**src/rtl/arb_pkg.sv**
```systemverilog
// Shared definitions for the two-input packet arbiter.
//   state_t : arbiter FSM states (IDLE, GRANT0, GRANT1), 2-bit encoding
//   DATA_W  : default stream data width
package arb_pkg;

    localparam int unsigned DATA_W = 8;

    typedef enum logic [1:0] {
        IDLE   = 2'd0,
        GRANT0 = 2'd1,
        GRANT1 = 2'd2
    } state_t;

endpackage

```
**src/rtl/out_reg_slice.sv**
```systemverilog
// One-entry valid/ready output register carrying {last, data}.
// Ports:
//   clk, rst_n            : clock, asynchronous active-low reset
//   load                  : capture load_data/load_last this edge
//   load_data, load_last  : payload presented by the arbiter
//   accept_ok             : register can take a beat this cycle
//   out_valid/data/last   : registered output stream
//   out_ready             : downstream accepts the current beat
module out_reg_slice
    import arb_pkg::*;
#(
    parameter int unsigned W = DATA_W
) (
    input  logic         clk,
    input  logic         rst_n,
    input  logic         load,
    input  logic [W-1:0] load_data,
    input  logic         load_last,
    output logic         accept_ok,
    output logic         out_valid,
    output logic [W-1:0] out_data,
    output logic         out_last,
    input  logic         out_ready
);

    logic         valid_q;
    logic [W:0]   payload_q;

    // Empty, or the held beat leaves this cycle: either way a new beat fits.
    assign accept_ok = !valid_q || out_ready;

    always_ff @(posedge clk or negedge rst_n) begin
        if (!rst_n) begin
            valid_q   <= 1'b0;
            payload_q <= '0;
        end else if (load) begin
            valid_q   <= 1'b1;
            payload_q <= {load_last, load_data};
        end else if (out_ready) begin
            valid_q   <= 1'b0;
        end
    end

    assign out_valid = valid_q;
    assign out_data  = payload_q[W-1:0];
    assign out_last  = payload_q[W];

endmodule

```
**src/rtl/stream_arb2_sel.sv**
```systemverilog
// Two-input packet-aware round-robin arbiter feeding a 2:1 mux.
// Whole packets are granted one at a time; under contention grants
// alternate between inputs per packet.
// Ports:
//   clk, rst_n                    : clock, asynchronous active-low reset
//   in0_valid/data/last/ready     : input stream 0
//   in1_valid/data/last/ready     : input stream 1
//   out_valid/data/last           : registered output stream
//   out_ready                     : downstream backpressure
//   sel                           : current / most recent grant index
//   busy                          : a packet grant is active
module stream_arb2_sel
    import arb_pkg::*;
#(
    parameter int unsigned W = DATA_W
) (
    input  logic         clk,
    input  logic         rst_n,
    input  logic         in0_valid,
    input  logic [W-1:0] in0_data,
    input  logic         in0_last,
    output logic         in0_ready,
    input  logic         in1_valid,
    input  logic [W-1:0] in1_data,
    input  logic         in1_last,
    output logic         in1_ready,
    output logic         out_valid,
    output logic [W-1:0] out_data,
    output logic         out_last,
    input  logic         out_ready,
    output logic         sel,
    output logic         busy
);

    state_t       state_q, state_d;
    logic         prio_q, prio_d;
    logic         sel_q, sel_d;
    logic         accept_ok;
    logic         xfer0, xfer1;
    logic         load;
    logic [W-1:0] load_data;
    logic         load_last;

    // Ready depends only on grant state and output occupancy, never on valid.
    assign in0_ready = (state_q == GRANT0) && accept_ok;
    assign in1_ready = (state_q == GRANT1) && accept_ok;

    assign xfer0 = in0_valid && in0_ready;
    assign xfer1 = in1_valid && in1_ready;
    assign load  = xfer0 || xfer1;

    always_comb begin
        load_data = in0_data;
        load_last = in0_last;
        if (state_q == GRANT1) begin
            load_data = in1_data;
            load_last = in1_last;
        end
    end

    always_comb begin
        state_d = state_q;
        prio_d  = prio_q;
        sel_d   = sel_q;
        case (state_q)
            IDLE: begin
                // in0 wins when alone or when it holds priority.
                if (in0_valid && (!in1_valid || !prio_q)) begin
                    state_d = GRANT0;
                    sel_d   = 1'b0;
                end else if (in1_valid) begin
                    state_d = GRANT1;
                    sel_d   = 1'b1;
                end
            end
            GRANT0: begin
                if (xfer0 && in0_last) begin
                    state_d = IDLE;
                    prio_d  = 1'b1;
                end
            end
            GRANT1: begin
                if (xfer1 && in1_last) begin
                    state_d = IDLE;
                    prio_d  = 1'b0;
                end
            end
            default: state_d = IDLE;
        endcase
    end

    always_ff @(posedge clk or negedge rst_n) begin
        if (!rst_n) begin
            state_q <= IDLE;
            prio_q  <= 1'b0;
            sel_q   <= 1'b0;
        end else begin
            state_q <= state_d;
            prio_q  <= prio_d;
            sel_q   <= sel_d;
        end
    end

    out_reg_slice #(.W(W)) u_out (
        .clk       (clk),
        .rst_n     (rst_n),
        .load      (load),
        .load_data (load_data),
        .load_last (load_last),
        .accept_ok (accept_ok),
        .out_valid (out_valid),
        .out_data  (out_data),
        .out_last  (out_last),
        .out_ready (out_ready)
    );

    assign sel  = sel_q;
    assign busy = (state_q != IDLE);

endmodule
```
**config.mk**
```make
export PLATFORM = sky130hd
export DESIGN_NAME = stream_arb2_sel
export DESIGN_NICKNAME = d
export VERILOG_FILES = /design/src/rtl/arb_pkg.sv /design/src/rtl/out_reg_slice.sv /design/src/rtl/stream_arb2_sel.sv
export SDC_FILE = /design/constraint.sdc
export NUM_CORES = 1
export LEC_CHECK = 0
export BUFFER_PORTS_ARGS = -buffer_cell sky130_fd_sc_hd__buf_4
export CORE_MARGIN = 3
export CORE_UTILIZATION = 45
export DETAILED_ROUTE_END_ITERATION = 6
export GPL_TIMING_DRIVEN = 0
export PLACE_DENSITY = 0.77
export SLEW_MARGIN = 5
export SYNTH_ARGS = -nofsm -noshare
export SYNTH_HDL_FRONTEND = slang
export SYNTH_SLANG_ARGS = --single-unit
export TNS_END_PERCENT = 10
```
**constraint.sdc**
```tcl
create_clock -name clk -period 1.8 [get_ports clk]
set_clock_uncertainty 0.15 [all_clocks]
set_input_delay 0.27 -clock clk [delete_from_list [all_inputs] [get_ports clk]]
set_output_delay 0.27 -clock clk [all_outputs]
set_load 0.005 [all_outputs]
```
# --- Word-level counts from Yosys, hierarchy flattened ---
# Index checks and enable logic that the tools add are counted.
op_classes:
  muxes: 14
  n_reduce_logical: 21
  n_eq_ne: 5
op_table:
  columns: ["operator", "count"]
  rows:
  - ["$mux 2", 4]
  - ["$mux 8", 1]
  - ["$reduce_bool 2->1", 4]
  - ["$logic_and 1x1->1", 7]
  - ["$mux 1", 7]
  - ["$pmux 2 s3", 1]
  - ["$reduce_and 3->1", 2]
  - ["$ne 2x1->1 const B", 2]
  - ["$logic_not 1->1", 3]
  - ["$logic_or 1x1->1", 3]
  - ["$ne 3x3->1 const B", 1]
  - ["$eq 2x1->1 const B", 1]
  - ["$eq 2x2->1 const B", 1]
  - ["$logic_not 2->1", 1]
  - ["$pmux 1 s2", 1]
  - ["$reduce_and 2->1", 1]
totals:
  inputBits: 23
  reg_bits: 14
  output_inout_bits: 14

# --- Depth between registers and ports, before layout ---
# Gate-level depths: netlist of the first run.
depth:
  depth_word: 7
  ltp_mapped: 5
  ltp_nobuf: 3

# --- By module ---
# A second synthesis of the first run with hierarchy kept.
unflattened:
  hier_cells: 57
  hier_area_um2: 757.0
modules_own_cells:
  columns: ["mod", "area_per_inst_um2", "seq_area_each_um2", "instances", "cells_each"]
  rows:
  - ["out_reg_slice", 409.1, 250.2, 1, 22]
  - ["stream_arb2_sel", 347.8, 100.1, 1, 35]

# --- Worst setup path before layout of the first run ---
# No wires, ideal clock.
synth_timing:
  path_kind: "reg-to-reg"
  start: "register state_q[1]"
  end: "register u_out.payload_q[0]"
  arrival_ps: 1298
  path_slack_ps: 227
  t_required_ps: 1525
  stages_incl_launch_ff: 5
  cell_sequence: "dfrtp_1 buf_6 nand3b_1 a21oi_4 mux2_2"
synth_between:
  elab_chain_cells: 4
  elab_cells_between_ends: 8
synth_rtl:
  columns: ["element", "line_no", "rtl"]
  rows:
  - ["start: declaration", "stream_arb2_sel.sv:35", "state_t state_q, state_d;"]
  - ["start signal: assignment", "stream_arb2_sel.sv:98", "state_q <= state_d;"]
  - ["$eq 2x1->1 or $eq 2x2->1 (tied branches)", "stream_arb2_sel.sv:45, stream_arb2_sel.sv:46, stream_arb2_sel.sv:55", null]
  - ["$logic_and 1x1->1 (on tied branches)", "stream_arb2_sel.sv:45, stream_arb2_sel.sv:46", null]
  - ["$logic_and 1x1->1 (on tied branches)", "stream_arb2_sel.sv:48, stream_arb2_sel.sv:49", null]
  - ["$logic_or 1x1->1", "stream_arb2_sel.sv:50", "assign load = xfer0 || xfer1;"]
  - ["end signal: assignment", "out_reg_slice.sv:38", "payload_q <= {load_last, load_data};"]
  - ["end: declaration", "out_reg_slice.sv:27", "logic [W:0] payload_q;"]
# Parallel ways exist; a longest one is shown, timed or not.
# A chain may end at the register's enable or synchronous reset.

# --- Worst setup path in the final report of the first run ---
layout_timing:
  start: "register state_q[1]"
  end: "register u_out.payload_q[3]"
# The elaborated chain is that of the path after synthesis.

==> results.sh, run 1 <==
export IMPL_hp_start="in0_valid"
export IMPL_port_buffers=36
export IMPL_grt_pass1_vias=570
export IMPL_die_w_um=48.15
export IMPL_synthDistinctLibCells=23
export IMPL_wl_mm=1.593
export IMPL_routed_via_density=4.860
export IMPL_syn_cell_area_um2=799.5
export IMPL_fin_area_um2=1147
export IMPL_swShare_pct=31.30
export IMPL_fillerInstances=130
export IMPL_r2r_start="state_q[1]$_DFFE_PN0P_"
export IMPL_cp_startpoint="state_q[1]$_DFFE_PN0P_"
export IMPL_critical_path_buf_inv_count=1
export IMPL_power_leakage_nw=0.5780
export IMPL_yosys_top_cells_area="dfrtp_1 (44%), mux2_4 (17%), mux2_2 (9.9%)"
export IMPL_rsz0062_at_grt="no"
export IMPL_synth_area_leader_cell="dfrtp_1"
export IMPL_drcViolationCount=0
export IMPL_drive_gt1_share_pct=60.95
export IMPL_slowest_stage="dfrtp_1"
export IMPL_reg2reg_slack_ns=0.11
export IMPL_final_nets=129
export IMPL_post_drt_wl_per_cell_um=12.35
export IMPL_num_io_pins=37
export IMPL_critical_path_depth=4
export IMPL_grt_max_degree=15
export IMPL_p_seq_share_pct=31.4
export IMPL_setup_tns_ns=0
export IMPL_yosysSeqAreaShare_pct=43.82
export IMPL_syn_nets=87
export IMPL_cts_tree="yes"
export IMPL_startpoint_type="flop"
export IMPL_fin_crit_sh_pct=94.09
export IMPL_grt_usage_pct=15.68
export IMPL_cp_slowest_stage_delay_ns=0.38
export IMPL_postSynthCellCount=64
export IMPL_place_congestion=0.8177
export IMPL_die_area_um2=2318
export IMPL_combPwrFrac_pct=55.5
export IMPL_crit_chain="buf_6 > nand3b_1 > a21oi_4 > mux2_2"
export IMPL_clkTransAtPathRegs_ns=0.09
export IMPL_hold_viol_final=0
export IMPL_avgSynthCellArea_um2=12.49
export IMPL_reg2reg_depth=4
export IMPL_synth_top_family_by_area="multiplexers"
export IMPL_outcome="finished, final reports clean"
export IMPL_tightest_slew_ns=0.3547
export IMPL_rows=14
export IMPL_required_ns=1.82
export IMPL_place_ws_ns=0.08809
export IMPL_drt_iter0_drc=6
export IMPL_max_cap_violations=0
export IMPL_antenna_found_initial=0
export IMPL_p_sw_w=0.0005444
export IMPL_synth_fa_ha_area_share_pct=0
export IMPL_critPathCaptureType="flop"
export IMPL_dp_hpwl_mm=1.255
export IMPL_setup_slack_ns=0.1063
export IMPL_timing_fmax_mhz=590.4
export IMPL_core_area_um2=1594
export IMPL_clock_power_share_pct=13.1
export IMPL_num_vias=627
export IMPL_h_tree_depth=1
export IMPL_mostFrequentLayoutCell="buf_4"
export IMPL_max_slew_margin_pct=76.30
export IMPL_antenna_left=0
export IMPL_synth_compound_area_share_pct=10.33
export IMPL_reg2reg_to="u_out.payload_q[3]$_DFFE_PN0P_"
export IMPL_arrival_ns=1.72
export IMPL_clk_latency_ns=0.28
export IMPL_worstHoldPathType="in2reg"
export IMPL_numCtsBuffers=3
export IMPL_grt_pass1_wl_mm=2.463
export IMPL_area_delta_synth_final_pct=43.51
export IMPL_die_h_um=48.15
export IMPL_muxShareOfSynthArea_pct=26.76
export IMPL_critPathMaxFanout=10
export IMPL_antennaDiodeCount=0
export IMPL_synth_simple_area_share_pct=12.99
export IMPL_firstDrtPassIters=4
export IMPL_fin_crit_ns=1.694
export IMPL_cp_top_family="flip-flops"
export IMPL_yosys_warnings=0
export IMPL_cts_num_sinks=14
export IMPL_ys_ff_latch=14
export IMPL_grt_overflow=0
export IMPL_start_util_pct=50.16
export IMPL_final_cell_mix="buf_4 (37), dfrtp_1 (14), mux2_4 (9), mux2_2 (7)"
export IMPL_holdWs_ns=0.1368
export IMPL_synth_xor_area_share_pct=0
export IMPL_ir_drop_mv=0.8121
export IMPL_worstSetupEndpoint="u_out.payload_q[3]$_DFFE_PN0P_"
export IMPL_p_int_w=0.001195
export IMPL_powerDensity_nw_per_um2=1516
export IMPL_setup_viol=0
export IMPL_synth_top_area_share_pct=43.82
export IMPL_maxSlewViolCount=0
export IMPL_clockBufferDepth=2
export IMPL_root_buffer="clkbuf_4"
export IMPL_crit_type="reg2reg"
export IMPL_placed_area_um2=1100
==> worst register-to-register path: stages (launching register included) <==
cell	delay [ns]
dfrtp_1	0.38
buf_6	0.14
nand3b_1	0.19
a21oi_4	0.34
mux2_2	0.38
==> power by group through the flow <==
stage / sequential (W) / clock, W / combinational, W
2_1_floorplan: 0.000559 / 0 / 0.000596
3_3_place_gp: 0.000548 / 0 / 0.000958
3_5_place_dp: 0.000553 / 0 / 0.000976
4_1_cts: 0.000549 / 0.000234 / 0.000981
5_1_grt: 0.000564 / 0.000253 / 0.00106
6_report: 0.000547 / 0.000228 / 0.000965
==> through the flow <==
step           std cells  util (%)  power (W)
6_report             129     71.98   0.001740
5_1_grt              129     71.98   0.001873
4_1_cts              129     71.90   0.001763
3_5_place_dp         124     69.00   0.001529
3_3_place_gp         124     69.00   0.001506
2_1_floorplan         64         -   0.001155
==> routing by layer <==
layer	track usage, %	vias to the layer above	routed length, um
met4	8.065	0	18
met5	0	-	0
met2	25.26	25	784
met3	4.797	4	137
met1	18.71	294	652
li1	-	304	-
==> cell families after synthesis <==
logic type	count (synthesis)
DFF	14
and+or+nand+nor	15
AOI/OAI and AO/OA	11
muxes	16
buffers and inverters	8
==> how the worst min path moves through the flow <==
stage                                     end  cells after the start
2_1_floorplan              prio_q$_DFFE_PN0P_                      0
3_3_place_gp   u_out.payload_q[7]$_DFFE_PN0P_                      1
3_5_place_dp   u_out.payload_q[6]$_DFFE_PN0P_                      1
4_1_cts                state_q[1]$_DFFE_PN0P_                      3
5_1_grt                state_q[1]$_DFFE_PN0P_                      3
6_report               state_q[1]$_DFFE_PN0P_                      3
==> area by class of cell <==
| class | count | area (um2) | share of cell area, % |
|---|---|---|---|
| flip-flops and latches | 14 | 350.3 | 30.53 |
| plain buffers | 4 | 35.03 | 3.053 |
| inverters | 4 | 15.01 | 1.309 |
| multi-input cells | 42 | 400.4 | 34.90 |
| well taps | 24 | 30.03 | 2.617 |
| clock buffers | 4 | 36.28 | 3.162 |
| repair buffers | 37 | 280.3 | 24.43 |
==> cell usage after synthesis <==
master / instances
o31ai_1: 2
clkbuf_1: 1
a211o_1: 1
buf_4: 1
a21boi_0: 1
buf_6: 2
nor2b_1: 1
inv_1: 4
nor2_1: 3
nand3b_1: 1
mux2_2: 7
nor2b_4: 1
or3_1: 2
or2_2: 1
nand2b_1: 3
a21oi_4: 1
o211ai_1: 1
nand3b_4: 1
a21boi_1: 1
dfrtp_1: 14
mux2_4: 9
nand2_1: 2
a21oi_1: 4
==> flip-flops by register name, summed over array words and instances (netlist names) <==
register / cells
u_out.out_valid: 1
u_out.payload_q: 9
sel: 1
state_q: 2
prio_q: 1
==> what timing repair did <==
| item | in CTS | in global routing |
|---|---|---|
| endpoints found under the hold margin | 14 | 0 |
| buffers inserted | 0 | 0 |
| gates resized for setup | 0 | 2 |
| hold buffers | 1 | 0 |
| endpoints found under the setup margin | 0 | 2 |
Power figures use the tool's default switching activity.
==> run 2: changes to the inputs <==
==> constraint.sdc (replaced) <==
create_clock -name clk -period 1.8 [get_ports clk]
set_clock_uncertainty 0.15 [all_clocks]
set_input_delay 0.36 -clock clk [delete_from_list [all_inputs] [get_ports clk]]
set_output_delay 0.36 -clock clk [all_outputs]
set_load 0.005 [all_outputs]
==> run 2 against run 1 <==
Effect of this change: first-iteration DRC count unchanged; register-to-register slack about the same; total power up 0.35%; worst hold slack better by 0.090 ns; cell count down 0.78%; wire length down 0.13%; fmax up 0.15%.
==> results.sh, run 2 (synthesized netlist as in run 1, its figures left out) <==
export IMPL_antenna_found_initial=0
export IMPL_antennaDiodeCount=0
export IMPL_slowest_stage="dfrtp_1"
export IMPL_setup_viol=0
export IMPL_place_congestion=0.8177
export IMPL_area_delta_synth_final_pct=43.82
export IMPL_drt_iter0_drc=6
export IMPL_cp_slowest_stage_delay_ns=0.38
export IMPL_grt_pass1_vias=570
export IMPL_rows=14
export IMPL_fin_crit_ns=1.691
export IMPL_setup_tns_ns=0
export IMPL_core_area_um2=1594
export IMPL_final_cell_mix="buf_4 (37), dfrtp_1 (14), mux2_4 (9), mux2_2 (7)"
export IMPL_dpl_cell_count=124
export IMPL_firstDrtPassIters=5
export IMPL_startpoint_type="flop"
export IMPL_num_vias=621
export IMPL_port_buffers=36
export IMPL_root_buffer="clkbuf_4"
export IMPL_max_cap_violations=0
export IMPL_die_h_um=48.15
export IMPL_grt_overflow=0
export IMPL_power_leakage_nw=0.5765
export IMPL_wl_mm=1.591
export IMPL_routed_via_density=4.852
export IMPL_antenna_left=0
export IMPL_regMostFlops="u_out.payload_q"
export IMPL_clockBufferDepth=2
export IMPL_hold_viol_final=0
export IMPL_rsz0062_at_grt="no"
export IMPL_ir_drop_mv=0.8137
export IMPL_die_w_um=48.15
export IMPL_grt_pass1_wl_mm=2.463
export IMPL_cts_num_sinks=14
export IMPL_post_drt_wl_per_cell_um=12.43
export IMPL_required_ns=1.82
export IMPL_post_cts_setup_buffer_count=0
export IMPL_fin_crit_sh_pct=93.96
export IMPL_numCtsBuffers=3
export IMPL_h_tree_depth=1
export IMPL_powerDensity_nw_per_um2=1518
export IMPL_timing_fmax_mhz=591.3
export IMPL_tightest_slew_ns=0.3512
export IMPL_num_io_pins=37
export IMPL_drive_gt1_share_pct=61.54
export IMPL_critPathCaptureType="flop"
export IMPL_max_slew_margin_pct=76.54
export IMPL_critPathMaxFanout=10
export IMPL_final_nets=128
export IMPL_grt_usage_pct=15.68
export IMPL_largest_reg_flops=9
export IMPL_cts_tree="yes"
export IMPL_final_cells=128
export IMPL_clk_latency_ns=0.28
export IMPL_clkTransAtPathRegs_ns=0.09
export IMPL_start_util_pct=50.16
export IMPL_crit_type="reg2reg"
export IMPL_grt_max_degree=15
export IMPL_top_regs="u_out.payload_q x9, state_q x2"
export IMPL_drcViolationCount=0
export IMPL_outcome="finished, final reports clean"
export IMPL_reg2reg_slack_ns=0.11
export IMPL_worstHoldPathType="in2reg"
export IMPL_die_area_um2=2318
export IMPL_arrival_ns=1.71
export IMPL_dp_hpwl_mm=1.255
export IMPL_mostFrequentLayoutCell="buf_4"
export IMPL_crit_chain="buf_6 > nand3b_1 > a21oi_4 > mux2_2"
export IMPL_maxSlewViolCount=0
run 2: cell types whose count changed in the layout (fill, tap and decap cells not counted):
cell / before / now
nor2b_1: 1 / 0
nor2b_4: 1 / 2
clkbuf_2: 1 / 0
run 2: worst paths after layout:
kind                                           startpoint                        endpoint  cells after the start
setup / recovery                   state_q[1]$_DFFE_PN0P_  u_out.payload_q[6]$_DFFE_PN0P_                      4
hold / removal                                  in0_valid          state_q[1]$_DFFE_PN0P_                      3
setup reg to reg                   state_q[1]$_DFFE_PN0P_  u_out.payload_q[6]$_DFFE_PN0P_                      4
hold reg to reg            u_out.payload_q[4]$_DFFE_PN0P_  u_out.payload_q[4]$_DFFE_PN0P_                      1
max in group asynchronous                           rst_n                 sel$_DFFE_PN0P_                      2
min in group asynchronous                           rst_n  u_out.payload_q[0]$_DFFE_PN0P_                      2
run 2: timing repair:
action	4_1_cts	5_1_grt
gates cloned	0	0
hold buffers	1	0
pin swaps	0	0
endpoints found under the hold margin	14	0
gates resized for setup	1	2
setup endpoints to repair	2	1
run 2: layout make-up:
type	count	area, um2
buffer	3	30.03
multi-input combinational	42	407.9
fill	127	444.2
inverter	4	15.01
tap	24	30.03
clock buffer	4	36.28
timing repair buffer	37	280.3
sequential	14	350.3
run 2: where the power goes:
group	switching, W	internal, W	leakage (nW)
Clock	0.000106	0.000123	0.0210
Sequential	0.0000756	0.000473	0.168
Combinational	0.000365	0.000603	0.388
Total	0.000547	0.00120	0.576
run 2: through the flow:
step	power (W)	area, um2	setup WS [ns]	utilization (%)	hold WS [ns]
after floorplan	0.001155	799.5	0.2271	-	-0.08559
after global placement	0.001506	1100	0.1100	69.00	0.06787
after detailed placement	0.001529	1100	0.08809	69.00	0.07256
after CTS	0.001765	1147	0.06567	71.98	0.2244
after global routing	0.001878	1150	0.03621	72.14	0.2245
final	0.001746	1150	0.1088	72.14	0.2267
run 2: layer usage:
layer,track usage (%),part of all wire (%)
met5,0,0
met4,8.065,1.1
met3,4.797,8.4
met2,25.26,49
met1,18.71,42
run 2: worst max-delay path: cells and delay by family (launching register included):
family	cells	cell delay [ns]
mux	1	0.38
buf+inv	1	0.14
compound gates	1	0.34
flops	1	0.38
simple gates	1	0.19
==> run 3: changes to the inputs <==
--- a/config.mk
+++ b/config.mk
@@ -7,10 +7,10 @@
 export LEC_CHECK = 0
 export BUFFER_PORTS_ARGS = -buffer_cell sky130_fd_sc_hd__buf_4
 export CORE_MARGIN = 3
-export CORE_UTILIZATION = 45
+export CORE_UTILIZATION = 39
 export DETAILED_ROUTE_END_ITERATION = 6
 export GPL_TIMING_DRIVEN = 0
-export PLACE_DENSITY = 0.77
+export PLACE_DENSITY = 0.69
 export SLEW_MARGIN = 5
 export SYNTH_ARGS = -nofsm -noshare
 export SYNTH_HDL_FRONTEND = slang
==> run 3 against run 2 <==
Effect of this change: non-clock buffer count is 1 higher; sequential share of layout area rose by 0.40 points; critical endpoint is now in1_ready; fmax shrank 0.33%; die area increased by 13%; worst setup slack got worse by 0.0056 ns; count of clock-buffer cells in the layout down 1; critical path type is now reg2out.
==> results.sh, run 3 (synthesized netlist as in run 1, its figures left out) <==
export IMPL_outcome="finished, final reports clean"
export IMPL_hold_viol_final=0
export IMPL_antenna_found_initial=0
export IMPL_p_int_w=0.001150
export IMPL_fin_crit_sh_pct=94.26
export IMPL_clock_power_share_pct=10.2
export IMPL_largest_reg_flops=9
export IMPL_startpoint_type="flop"
export IMPL_grt_max_degree=15
export IMPL_post_drt_wl_per_cell_um=12.03
export IMPL_root_buffer="clkbuf_4"
export IMPL_maxSlewViolCount=0
export IMPL_setup_slack_ns=0.1032
export IMPL_worstHoldPathType="in2reg"
export IMPL_crit_type="reg2out"
export IMPL_grt_overflow=0
export IMPL_p_sw_w=0.0005312
export IMPL_drt_iter0_drc=1
export IMPL_worstHoldEndpoint="state_q[1]$_DFFE_PN0P_"
export IMPL_numCtsBuffers=3
export IMPL_cts_tree="yes"
export IMPL_core_area_um2=1821
export IMPL_tightest_slew_ns=0.3436
export IMPL_hp_start="in0_valid"
export IMPL_final_cell_mix="buf_4 (37), dfrtp_1 (14), mux2_4 (9), mux2_2 (7)"
export IMPL_clk_latency_ns=0.27
export IMPL_clkTransAtPathRegs_ns=0.08
export IMPL_regMostFlops="u_out.payload_q"
export IMPL_final_nets=129
export IMPL_port_buffers=36
export IMPL_critPathCaptureType="output pin"
export IMPL_critPathMaxFanout=8
export IMPL_arrival_ns=1.19
export IMPL_power_leakage_nw=0.5708
export IMPL_top_regs="u_out.payload_q x9, state_q x2"
export IMPL_antennaDiodeCount=0
export IMPL_die_area_um2=2629
export IMPL_timing_fmax_mhz=589.4
export IMPL_place_congestion=0.7474
export IMPL_rows=15
export IMPL_reg2reg_depth=4
export IMPL_max_cap_violations=0
export IMPL_fillerInstances=162
export IMPL_p_seq_share_pct=32.9
export IMPL_num_io_pins=37
export IMPL_swShare_pct=31.60
export IMPL_r2r_start="state_q[1]$_DFFE_PN0P_"
export IMPL_powerDensity_nw_per_um2=1481
export IMPL_die_h_um=51.28
export IMPL_clockBufferDepth=2
export IMPL_antenna_left=0
export IMPL_wl_mm=1.552
export IMPL_fin_crit_ns=1.697
export IMPL_start_util_pct=43.92
export IMPL_post_cts_setup_buffer_count=0
export IMPL_firstDrtPassIters=2
export IMPL_routed_via_density=4.705
export IMPL_reg2reg_to="u_out.payload_q[2]$_DFFE_PN0P_"
export IMPL_grt_usage_pct=13.37
export IMPL_fin_area_um2=1135
export IMPL_post_route_util_pct=62.34
export IMPL_max_slew_margin_pct=77.04
export IMPL_drive_gt1_share_pct=60.58
export IMPL_reg2reg_slack_ns=0.11
export IMPL_combPwrFrac_pct=56.9
export IMPL_setup_tns_ns=0
export IMPL_setup_viol=0
export IMPL_cts_num_sinks=14
export IMPL_grt_pass1_wl_mm=2.615
export IMPL_die_w_um=51.28
export IMPL_mostFrequentLayoutCell="buf_4"
export IMPL_required_ns=1.29
export IMPL_drcViolationCount=0
export IMPL_placed_area_um2=1101
export IMPL_ir_drop_mv=0.7926
export IMPL_area_delta_synth_final_pct=41.94
export IMPL_h_tree_depth=1
export IMPL_dp_hpwl_mm=1.186
export IMPL_hold_depth=3
export IMPL_num_vias=607
export IMPL_rsz0062_at_grt="no"
export IMPL_place_ws_ns=0.1133
export IMPL_grt_pass1_vias=615
-- run 3: worst max path at each step --
stage	from	end	slack, ns	depth (start not counted)
after floorplan	state_q[1]$_DFFE_PN0P_	u_out.payload_q[0]$_DFFE_PN0P_	0.23	4
after global placement	u_out.out_valid$_DFFE_PN0P_	u_out.payload_q[6]$_DFFE_PN0P_	0.12	4
after detailed placement	state_q[1]$_DFFE_PN0P_	u_out.payload_q[2]$_DFFE_PN0P_	0.11	4
after CTS	u_out.out_valid$_DFFE_PN0P_	in1_ready	0.08	4
after global routing	u_out.out_valid$_DFFE_PN0P_	in1_ready	0.02	4
final	u_out.out_valid$_DFFE_PN0P_	in1_ready	0.10	4
-- run 3: power groups by stage --
stage | clock network, W | logic [W] | registers, W
5_1_grt | 0.000196 | 0.00104 | 0.000573
2_1_floorplan | 0 | 0.000596 | 0.000559
4_1_cts | 0.000180 | 0.000970 | 0.000555
3_3_place_gp | 0 | 0.000955 | 0.000548
3_5_place_dp | 0 | 0.000966 | 0.000559
6_report | 0.000171 | 0.000956 | 0.000553
-- run 3: what timing repair did --
action | 4_1_cts | 5_1_grt
resized for setup | 1 | 0
endpoints found under the hold margin | 14 | 0
hold buffers | 1 | 0
endpoints found under the setup margin | 2 | 0
-- run 3: per-stage QoR --
stage | total power (W) | std cells | hold slack, ns
final | 0.001681 | 129 | 0.2474
after global routing | 0.001813 | 129 | 0.2507
after CTS | 0.001705 | 129 | 0.2411
after detailed placement | 0.001525 | 125 | 0.07186
after global placement | 0.001504 | 125 | 0.07235
after floorplan | 0.001155 | 64 | -0.08559
-- run 3: layout make-up --
type,instances,area [um2],area share [%]
buffer,4,35.03,3.087
clock buffer,3,22.52,1.985
inverter,4,15.01,1.323
multi-input combinational,42,400.4,35.28
sequential,14,350.3,30.87
tap,25,31.28,2.756
timing repair buffer,37,280.3,24.70
-- run 3: metal layers --
metal | share of wire [%] | vias up | wire length (um) | global-route usage, %
li1 | - | 300 | - | -
met1 | 44 | 279 | 689 | 16.55
met2 | 47 | 28 | 726 | 21.89
met3 | 8.8 | 0 | 136 | 3.790
met4 | 0 | 0 | 0 | 5.240
met5 | 0 | - | 0 | 0
-- run 3: worst max-delay path: stages (launching register included) --
cell and delay, ns:
dfrtp_1 0.38, nor2b_1 0.12, clkbuf_2 0.17, nor2_1 0.13, buf_4 0.11
